File: src/rtl/maxima_pkg.sv
// -----------------------------------------------------------------------------
// maxima_pkg
// Shared definitions for the maxima serializer arbiter and the maxima PISO:
//   - arb_state_t : arbiter FSM state encoding
//   - DEF_MAXIMAS_COUNT / DEF_BIN_W : default vector geometry, which must match
//     the PISO instance
//   - id_width()  : width of a source id for a given number of requesters
// -----------------------------------------------------------------------------
package maxima_pkg;

  localparam int DEF_MAXIMAS_COUNT = 11;
  localparam int DEF_BIN_W         = 9;

  typedef enum logic [2:0] {
    IDLE       = 3'd0,
    LOAD       = 3'd1,
    WAIT_START = 3'd2,
    STREAM     = 3'd3,
    DONE       = 3'd4
  } arb_state_t;

  // A single requester still needs a 1-bit id so the port never collapses.
  function automatic int id_width(input int n);
    if (n > 1) begin
      return $clog2(n);
    end else begin
      return 1;
    end
  endfunction

endpackage

File: src/rtl/maxima_serializer_arbiter_rr.sv
// -----------------------------------------------------------------------------
// rr_arbiter
// Combinational round-robin picker. The search starts at the unit after ptr
// and wraps modulo NUM_REQ, so the unit at ptr (normally the one served last)
// has the lowest priority.
// Ports:
//   req         in  NUM_REQ  request vector
//   ptr         in  IDW      last served index
//   grant       out IDW      selected index (0 when nothing is requested)
//   grant_valid out 1        at least one request bit was set
// -----------------------------------------------------------------------------
module rr_arbiter
  import maxima_pkg::*;
#(
  parameter int NUM_REQ = 4,
  parameter int IDW     = id_width(NUM_REQ)
) (
  input  logic [NUM_REQ-1:0] req,
  input  logic [IDW-1:0]     ptr,
  output logic [IDW-1:0]     grant,
  output logic               grant_valid
);

  logic [IDW-1:0] idx_s;

  // First set request walking from ptr+1 with wrap-around.
  always_comb begin
    grant       = '0;
    grant_valid = 1'b0;
    idx_s       = '0;
    for (int k = 1; k <= NUM_REQ; k++) begin
      idx_s = IDW'((int'(ptr) + k) % NUM_REQ);
      if (!grant_valid && req[idx_s]) begin
        grant       = idx_s;
        grant_valid = 1'b1;
      end else begin
        grant       = grant;
        grant_valid = grant_valid;
      end
    end
  end

endmodule

File: src/rtl/maxima_serializer_arbiter.sv
// -----------------------------------------------------------------------------
// maxima_serializer_arbiter
// Shares one maxima PISO between NUM_REQ peak-extraction units. Units are
// granted in round-robin order; the granted vector is loaded into the PISO,
// the burst is tracked through the PISO output_active flag, and the unit is
// acknowledged once the burst ends (or a timeout fires). The serial stream is
// tagged with the owning unit id.
// Ports:
//   clk, reset   clock, asynchronous active-high reset (shared with the PISO)
//   req          per-unit request, held with stable data until ack
//   req_data     flattened vectors, unit u peak i at [(u*MC+i)*BIN_W +: BIN_W]
//   ack          one-cycle completion pulse to the granted unit
//   piso_load    one-cycle PISO load strobe
//   piso_data    granted vector (0 while idle)
//   piso_active  PISO output_active
//   src_id       id of the unit owning the PISO
//   src_valid    src_id tags the stream (WAIT_START and STREAM)
//   busy         arbiter not idle
//   err_timeout  sticky PISO timeout flag
// -----------------------------------------------------------------------------
module maxima_serializer_arbiter
  import maxima_pkg::*;
#(
  parameter int NUM_REQ       = 4,
  parameter int MAXIMAS_COUNT = DEF_MAXIMAS_COUNT,
  parameter int BIN_W         = DEF_BIN_W,
  parameter int TIMEOUT       = 32
) (
  input  logic                              clk,
  input  logic                              reset,
  input  logic [NUM_REQ-1:0]                req,
  input  logic [NUM_REQ*MAXIMAS_COUNT*BIN_W-1:0] req_data,
  output logic [NUM_REQ-1:0]                ack,
  output logic                              piso_load,
  output logic [MAXIMAS_COUNT*BIN_W-1:0]    piso_data,
  input  logic                              piso_active,
  output logic [id_width(NUM_REQ)-1:0]      src_id,
  output logic                              src_valid,
  output logic                              busy,
  output logic                              err_timeout
);

  localparam int IDW = id_width(NUM_REQ);
  localparam int CW  = $clog2(TIMEOUT + 1);
  localparam int VW  = MAXIMAS_COUNT * BIN_W;
  localparam logic [NUM_REQ-1:0] ACK_LSB = {{(NUM_REQ-1){1'b0}}, 1'b1};
  localparam logic [CW-1:0]      CNT_LAST = CW'(TIMEOUT - 1);
  localparam logic [CW-1:0]      CNT_ONE  = {{(CW-1){1'b0}}, 1'b1};

  arb_state_t      state_r, state_nxt;
  logic [CW-1:0]   cnt_r, cnt_nxt;
  logic [IDW-1:0]  rr_ptr_r, rr_ptr_nxt;
  logic [IDW-1:0]  src_id_r, src_id_nxt;
  logic            err_r, err_nxt;
  logic [NUM_REQ-1:0] ack_r;
  logic            piso_load_r;
  logic            src_valid_r;
  logic            busy_r;
  logic [IDW-1:0]  grant_s;
  logic            grant_valid_s;
  logic [VW-1:0]   vec_s [NUM_REQ];

  rr_arbiter #(
    .NUM_REQ (NUM_REQ),
    .IDW     (IDW)
  ) u_rr (
    .req         (req),
    .ptr         (rr_ptr_r),
    .grant       (grant_s),
    .grant_valid (grant_valid_s)
  );

  genvar gu;
  generate
    for (gu = 0; gu < NUM_REQ; gu++) begin : g_vec
      assign vec_s[gu] = req_data[gu*VW +: VW];
    end
  endgenerate

  // FSM state, timeout counter, round-robin pointer, latched id, sticky error.
  always_ff @(posedge clk or posedge reset) begin
    if (reset) begin
      state_r  <= IDLE;
      cnt_r    <= '0;
      rr_ptr_r <= IDW'(NUM_REQ - 1);
      src_id_r <= '0;
      err_r    <= 1'b0;
    end else begin
      state_r  <= state_nxt;
      cnt_r    <= cnt_nxt;
      rr_ptr_r <= rr_ptr_nxt;
      src_id_r <= src_id_nxt;
      err_r    <= err_nxt;
    end
  end

  // Next-state logic; the counter only runs while waiting on the PISO.
  always_comb begin
    state_nxt  = state_r;
    cnt_nxt    = cnt_r;
    rr_ptr_nxt = rr_ptr_r;
    src_id_nxt = src_id_r;
    err_nxt    = err_r;
    case (state_r)
      IDLE: begin
        cnt_nxt = '0;
        if (grant_valid_s) begin
          src_id_nxt = grant_s;
          state_nxt  = LOAD;
        end else begin
          state_nxt  = IDLE;
        end
      end
      LOAD: begin
        cnt_nxt   = '0;
        state_nxt = WAIT_START;
      end
      WAIT_START: begin
        if (piso_active) begin
          cnt_nxt   = '0;
          state_nxt = STREAM;
        end else if (cnt_r == CNT_LAST) begin
          cnt_nxt   = cnt_r + CNT_ONE;
          err_nxt   = 1'b1;
          state_nxt = DONE;
        end else begin
          cnt_nxt   = cnt_r + CNT_ONE;
        end
      end
      STREAM: begin
        if (!piso_active) begin
          state_nxt = DONE;
        end else if (cnt_r == CNT_LAST) begin
          cnt_nxt   = cnt_r + CNT_ONE;
          err_nxt   = 1'b1;
          state_nxt = DONE;
        end else begin
          cnt_nxt   = cnt_r + CNT_ONE;
        end
      end
      DONE: begin
        // The unit just served becomes the lowest priority next time.
        rr_ptr_nxt = src_id_r;
        cnt_nxt    = '0;
        state_nxt  = IDLE;
      end
      default: begin
        cnt_nxt   = '0;
        state_nxt = IDLE;
      end
    endcase
  end

  // Outputs registered from the next state so they line up with state_r.
  always_ff @(posedge clk or posedge reset) begin
    if (reset) begin
      ack_r       <= '0;
      piso_load_r <= 1'b0;
      src_valid_r <= 1'b0;
      busy_r      <= 1'b0;
    end else begin
      ack_r       <= (state_nxt == DONE) ? (ACK_LSB << src_id_r) : '0;
      piso_load_r <= (state_nxt == LOAD);
      src_valid_r <= (state_nxt == WAIT_START) || (state_nxt == STREAM);
      busy_r      <= (state_nxt != IDLE);
    end
  end

  // Vector mux driven by the latched id; zero while idle.
  always_comb begin
    piso_data = '0;
    if (state_r != IDLE) begin
      piso_data = vec_s[src_id_r];
    end else begin
      piso_data = '0;
    end
  end

  assign ack         = ack_r;
  assign piso_load   = piso_load_r;
  assign src_id      = src_id_r;
  assign src_valid   = src_valid_r;
  assign busy        = busy_r;
  assign err_timeout = err_r;

endmodule

File: config.mk
export PLATFORM = sky130hd
export DESIGN_NAME = maxima_serializer_arbiter
export DESIGN_NICKNAME = d
export VERILOG_FILES = /design/src/rtl/maxima_pkg.sv /design/src/rtl/maxima_serializer_arbiter_rr.sv /design/src/rtl/maxima_serializer_arbiter.sv
export SDC_FILE = /design/constraint.sdc
export NUM_CORES = 1
export LEC_CHECK = 0
export CAP_MARGIN = 0
export CORE_AREA = 3 3 197 199
export CTS_CLUSTER_DIAMETER = 100
export CTS_CLUSTER_SIZE = 12
export DETAILED_ROUTE_END_ITERATION = 7
export DIE_AREA = 0 0 200 202
export DONT_BUFFER_PORTS = 1
export PLACE_DENSITY_LB_ADDON = 0.3
export SLEW_MARGIN = 0
export SYNTH_ARGS = -nofsm -noshare
export SYNTH_HDL_FRONTEND = slang
export SYNTH_SLANG_ARGS = --single-unit
File: constraint.sdc
create_clock -name clk -period 3.3 [get_ports clk]
set_input_delay 0.825 -clock clk [delete_from_list [all_inputs] [get_ports clk]]
set_output_delay 0.825 -clock clk [all_outputs]
set_load 0.005 [all_outputs]
### Word-level counts from Yosys, hierarchy flattened

Index checks and enable logic that the tools add are counted.

* $add $sub $neg: 5
* shifts and indexed selects: 1
* muxes and demuxes: 33
* bitwise gates (word level): 1
* reduce and logical (&&, ||, !) cells: 13
* equal/unequal tests: 11
* $lt $le $gt $ge: 5

Operators by type and width (count)
* $mux 99: 3
* $bmux 99 s2: 1
* $eq 3x2->1 const B: 4
* $lt 2x3->1 const B: 4
* $mux 1: 12
* $mux 6: 2
* $pmux 3 s4: 1
* $pmux 6 s2: 1
* $mux 3: 3
* $bmux 1 s2: 4
* $mux 2: 4
* $add 6x1->6 const B: 1
* $eq 3x1->1 const B: 2
* $eq 3x3->1 const B: 2
* $eq 6x5->1 const B: 1
* $reduce_bool 3->1: 2
* $add 2x1->2 const B: 2
* $add 2x2->2 const B: 2
* $mux 4: 1
* $ne 2x2->1 const B: 2
* $shl 1x2->4 const A: 1
* $ge 3x3->1 const B: 1
* $logic_and 1x1->1: 3
* $logic_not 1->1: 3
* other kinds (7): 7

* output and inout bits: 109
* register bits: 21

### Logic depth before layout (Yosys ltp)

* word-level depth: 17
* mapped depth: 5
* mapped depth without buffers: 5

### Cells and area by module

From an unflattened synthesis, not the netlist that was laid out.

* cells, all modules: 341
* area, all modules: 4135.2 sq um

By module, submodules not included
* maxima_serializer_arbiter: seq. area each 528.0 sq um, times used 1, cells an instance 327, area each 4043.9 sq um
* rr_arbiter: seq. area each 0.0 sq um, times used 1, cells an instance 14, area each 91.3 sq um

### Least setup slack after synthesis

Ideal clock, no wire load.

* path kind: reg-to-output
* start: register src_id_r[0], in the netlist src_id[0]
* end: output piso_data[44]
* data required time: 2.475 ns
* cell stages (with the launch flop): 6
* arrival time: 1.451 ns
* slack: 1.024 ns
* path through: dfrtp_1 -> buf_2 -> buf_6 -> buf_6 -> mux4_2 -> nor2b_1

* word-level cells in the longest chain between the ends: 5

RTL lines
* start: declaration: RTL line maxima_serializer_arbiter.sv:53 `logic [IDW-1:0] src_id_r, src_id_nxt;`
* start signal: assignment: RTL line maxima_serializer_arbiter.sv:92 `src_id_r <= src_id_nxt;`
* $not 2->3 (implied by the code): RTL line maxima_serializer_arbiter.sv:173 `piso_data = vec_s[src_id_r];`
* $bmux 99 s2: RTL line maxima_serializer_arbiter.sv:173
* $mux 99 (implied by the code) (2 in series): RTL line maxima_serializer_arbiter.sv:173
* $mux 99: RTL line maxima_serializer_arbiter.sv:172 `if (state_r != IDLE) begin`
* end: declaration: RTL line maxima_serializer_arbiter.sv:35 `output logic [MAXIMAS_COUNT*BIN_W-1:0] piso_data,`

Every way passes these cells. The select of a mux whose other input is x is not followed.

### Worst setup path after layout

* start: register src_id_r[1], in the netlist src_id[1]
* end: output piso_data[60]

The elaborated chain is that of the path after synthesis.

==> key figures <==
Timing
  – Min Tclk post-route: 2.81 ns
  – Worst slew pin tran: 0.891 ns
  – RSZ-0062 raised after global routing: false
  – Setup Viol. Count Final: 0
  – Post-Route Setup TNS: 0 ns
  – Max_slew headroom: 40.6%
  – Final Hold Viols: 0
  – Final setup skew: 0.00250 ns
  – Max Clock Freq: 356 MHz
  – Period utilization: 85.2%
  – Final Max Slew Viols: 0

Drt
  – First-pass iteration count of the detailed router: 4
  – Vias: 3251
  – DRC Markers: 0
  – Drt total wl: 19700 µm
  – WL/cell: 23.8 µm
  – Number of routed nets with antenna violations: 0
  – Routed vias/inst: 3.92
  – 1st-iter DRT viols: 268

Die
  – Die area: 40400 µm²
  – Die width: 200 µm
  – I/O pins: 512
  – Site row count: 71
  – Initial Utilization: 10.9%
  – Die Height: 202 µm
  – Core area: 37400 µm²

Clock network
  – Clock root cell: clkbuf_16
  – Hold buffers post-CTS: 0
  – Worst-path clk slew: 0.06 ns
  – CTS max path bufs: 2
  – Skew-Pair Late Insertion Delay: 0.25 ns
  – CTS Sinks: 21
  – Post-CTS Setup Repair Bufs: 0
  – TritonCTS clock tree: built
  – TritonCTS buffer count: 3
  – H-tree depth: 1
  – Resize count post-CTS: 0

Yosys
  – Synthesized area: 4060 µm²
  – Synth Register Bits: 21
  – Number of synthesized flops with an enable pin: 0
  – Post-synth cell types: 34
  – Synthesis Warnings: 0
  – Synth top area cells: mux4_2 55%, nor2b_1 15%, dfrtp_1 12%, clkbuf_1 1.7%, buf_6 1.7%
  – Biggest area consumer among synthesized cells: mux4_2
  – Avg Inst Size Synth: 12.3 µm²
  – Post-synthesis sequential area ratio: 13.0%
  – Syn Nets: 734
  – Post-synth ARST share: 100%
  – Dominant synthesized flop cell: dfrtp_1
  – Mapped Cells: 330
  – Post-synth top area share: 54.9%

Pwr
  – Combinational share of power: 79.2%
  – Sw power: 1.70 mW
  – Clock power frac: 6.9%
  – Power, Total: 3.80 mW
  – Seq pwr share: 14.0%
  – Power density cells: 804 nW/µm²
  – Peak VDD IR: 0.341 mV
  – Pleak: 1.46 nW
  – Pint: 2.10 mW
  – Switching part of the total: 44.8%

Critical path
  – Worst Path Buf+Inv: 1
  – Setup CP Type: flip-flop to output port
  – Kind of cell adding the most delay to the critical path: flip-flops
  – Total number of cells along the worst setup path: 3
  – Worst EP arrival: 1.99 ns
  – Worst-path cell chain: buf_12, mux4_2, nor2b_1
  – CP Launch Type: flip-flop
  – Crit path capture: piso_data[60]
  – R2R Path Start: state_r[0]
  – Max Fanout on Critical Path: 60
  – R2r setup slk: 1.43 ns
  – Critical Path RT: 2.47 ns
  – Worst reg2reg path depth: 4
  – Critical path's slowest cell: dfrtp_4
  – R2R Path End: src_id[1]
  – CP Capture Type: output port
  – Crit path from: src_id[1]
  – CP peak stage delay: 0.72 ns

Layout
  – Most frequent cells in the layout: 99 x mux4_2, 99 x nor2b_1, 17 x nor2_1, 17 x dfrtp_1, 8 x nand2_1
  – Reg area: 536 µm²
  – Area of the multi-input gates: 3310 µm²
  – Fillers: 4178
  – Syn-to-layout area delta: 16.4%
  – Layout cells sized above 1: 40.4%
  – Nets@finish: 707

Place
  – DPL Wire Length: 17400 µm
  – IO Port Bufs: 0
  – Gpl congestion: 0.842

Global routing
  – GRT Total Usage: 8.43%
  – First-pass GRT wire length: 24500 µm
  – Largest net degree at the start of global routing: 67
  – Vias in the first global route: 3362
  – Initial antenna violation count: 22
  – GR Overflow Total: 0

Hold path
  – Min-delay src: err_timeout
  – Worst Hold Class: flip-flop to flip-flop

Flow run
  – Max-cap violations: 0

Status
  – Status: completed
[cell type report]
class                      instances  area share, %
multi-input combinational        267           70.0
tap                              511           13.5
sequential                        21           11.3
timing repair buffer               7           2.44
clock buffer                       4           1.67
antenna                           16          0.847
inverter                           3          0.238
[worst min path at each step]
stage	depth (start not counted)	slack, ns	end
detailed placement	1	0.52	err_timeout
floorplan	1	0.45	err_timeout
global route	1	0.54	err_timeout
CTS	1	0.53	err_timeout
finish	1	0.52	err_timeout
global placement	1	0.52	err_timeout
[through the flow]
step / hold WS (ns) / instance area (µm²) / worst slack, ns / cells / util [%]
after floorplan: 0.451 / 4060 / 1.02 / 330 / -
after global placement: 0.518 / 4610 / 0.774 / 809 / 12.3
after detailed placement: 0.520 / 4610 / 0.748 / 809 / 12.3
after CTS: 0.535 / 4690 / 0.467 / 813 / 12.5
after global routing: 0.538 / 4700 / 0.414 / 820 / 12.6
final: 0.520 / 4730 / 0.490 / 829 / 12.6
[logic make-up after synthesis]
family	count (synthesis)	synth area share (%)
flops	21	13.0
simple gates	139	20.5
compound gates	14	2.19
mux	107	57.0
fa+ha+maj	2	0.585
buf+inv	42	5.58
xor+xnor	5	1.08
[power groups by stage]
stage	combinational (mW)	sequential (mW)	clock, mW
floorplan	2.68	0.385	0
global placement	3.06	0.545	0
detailed placement	3.07	0.544	0
CTS	3.07	0.540	0.273
global route	3.30	0.554	0.284
finish	3.01	0.531	0.261
[sequential cells by signal, summed over array words and instances, names as in the netlist]
name and count:
state_r 3, err_timeout 1, ack 4, cnt_r 6, src_id 2, rr_ptr_r 2, busy 1, src_valid 1
piso_load 1
[cells in the mapped netlist (3+ instances only)]
cell      instances
clkbuf_1         18
mux2_2            5
mux4_2           99
nor2_1           17
nand2b_1          3
nand2_1           8
mux2i_1           3
inv_1             3
nor2b_1          99
nand4_1           3
dfrtp_1          19
xor2_1            5
a21oi_1           5
buf_6             6
buf_2            12
[routing by layer]
| layer | vias to the layer above | part of all wire [%] | GRT usage [%] |
|---|---|---|---|
| met2 | 328 | 48 | 14.2 |
| met3 | 32 | 15 | 4.37 |
| met5 | - | 0.54 | 0 |
| met4 | 16 | 2.2 | 2.07 |
| met1 | 1615 | 35 | 9.41 |
| li1 | 1260 | - | - |
Power figures use the tool's default switching activity.
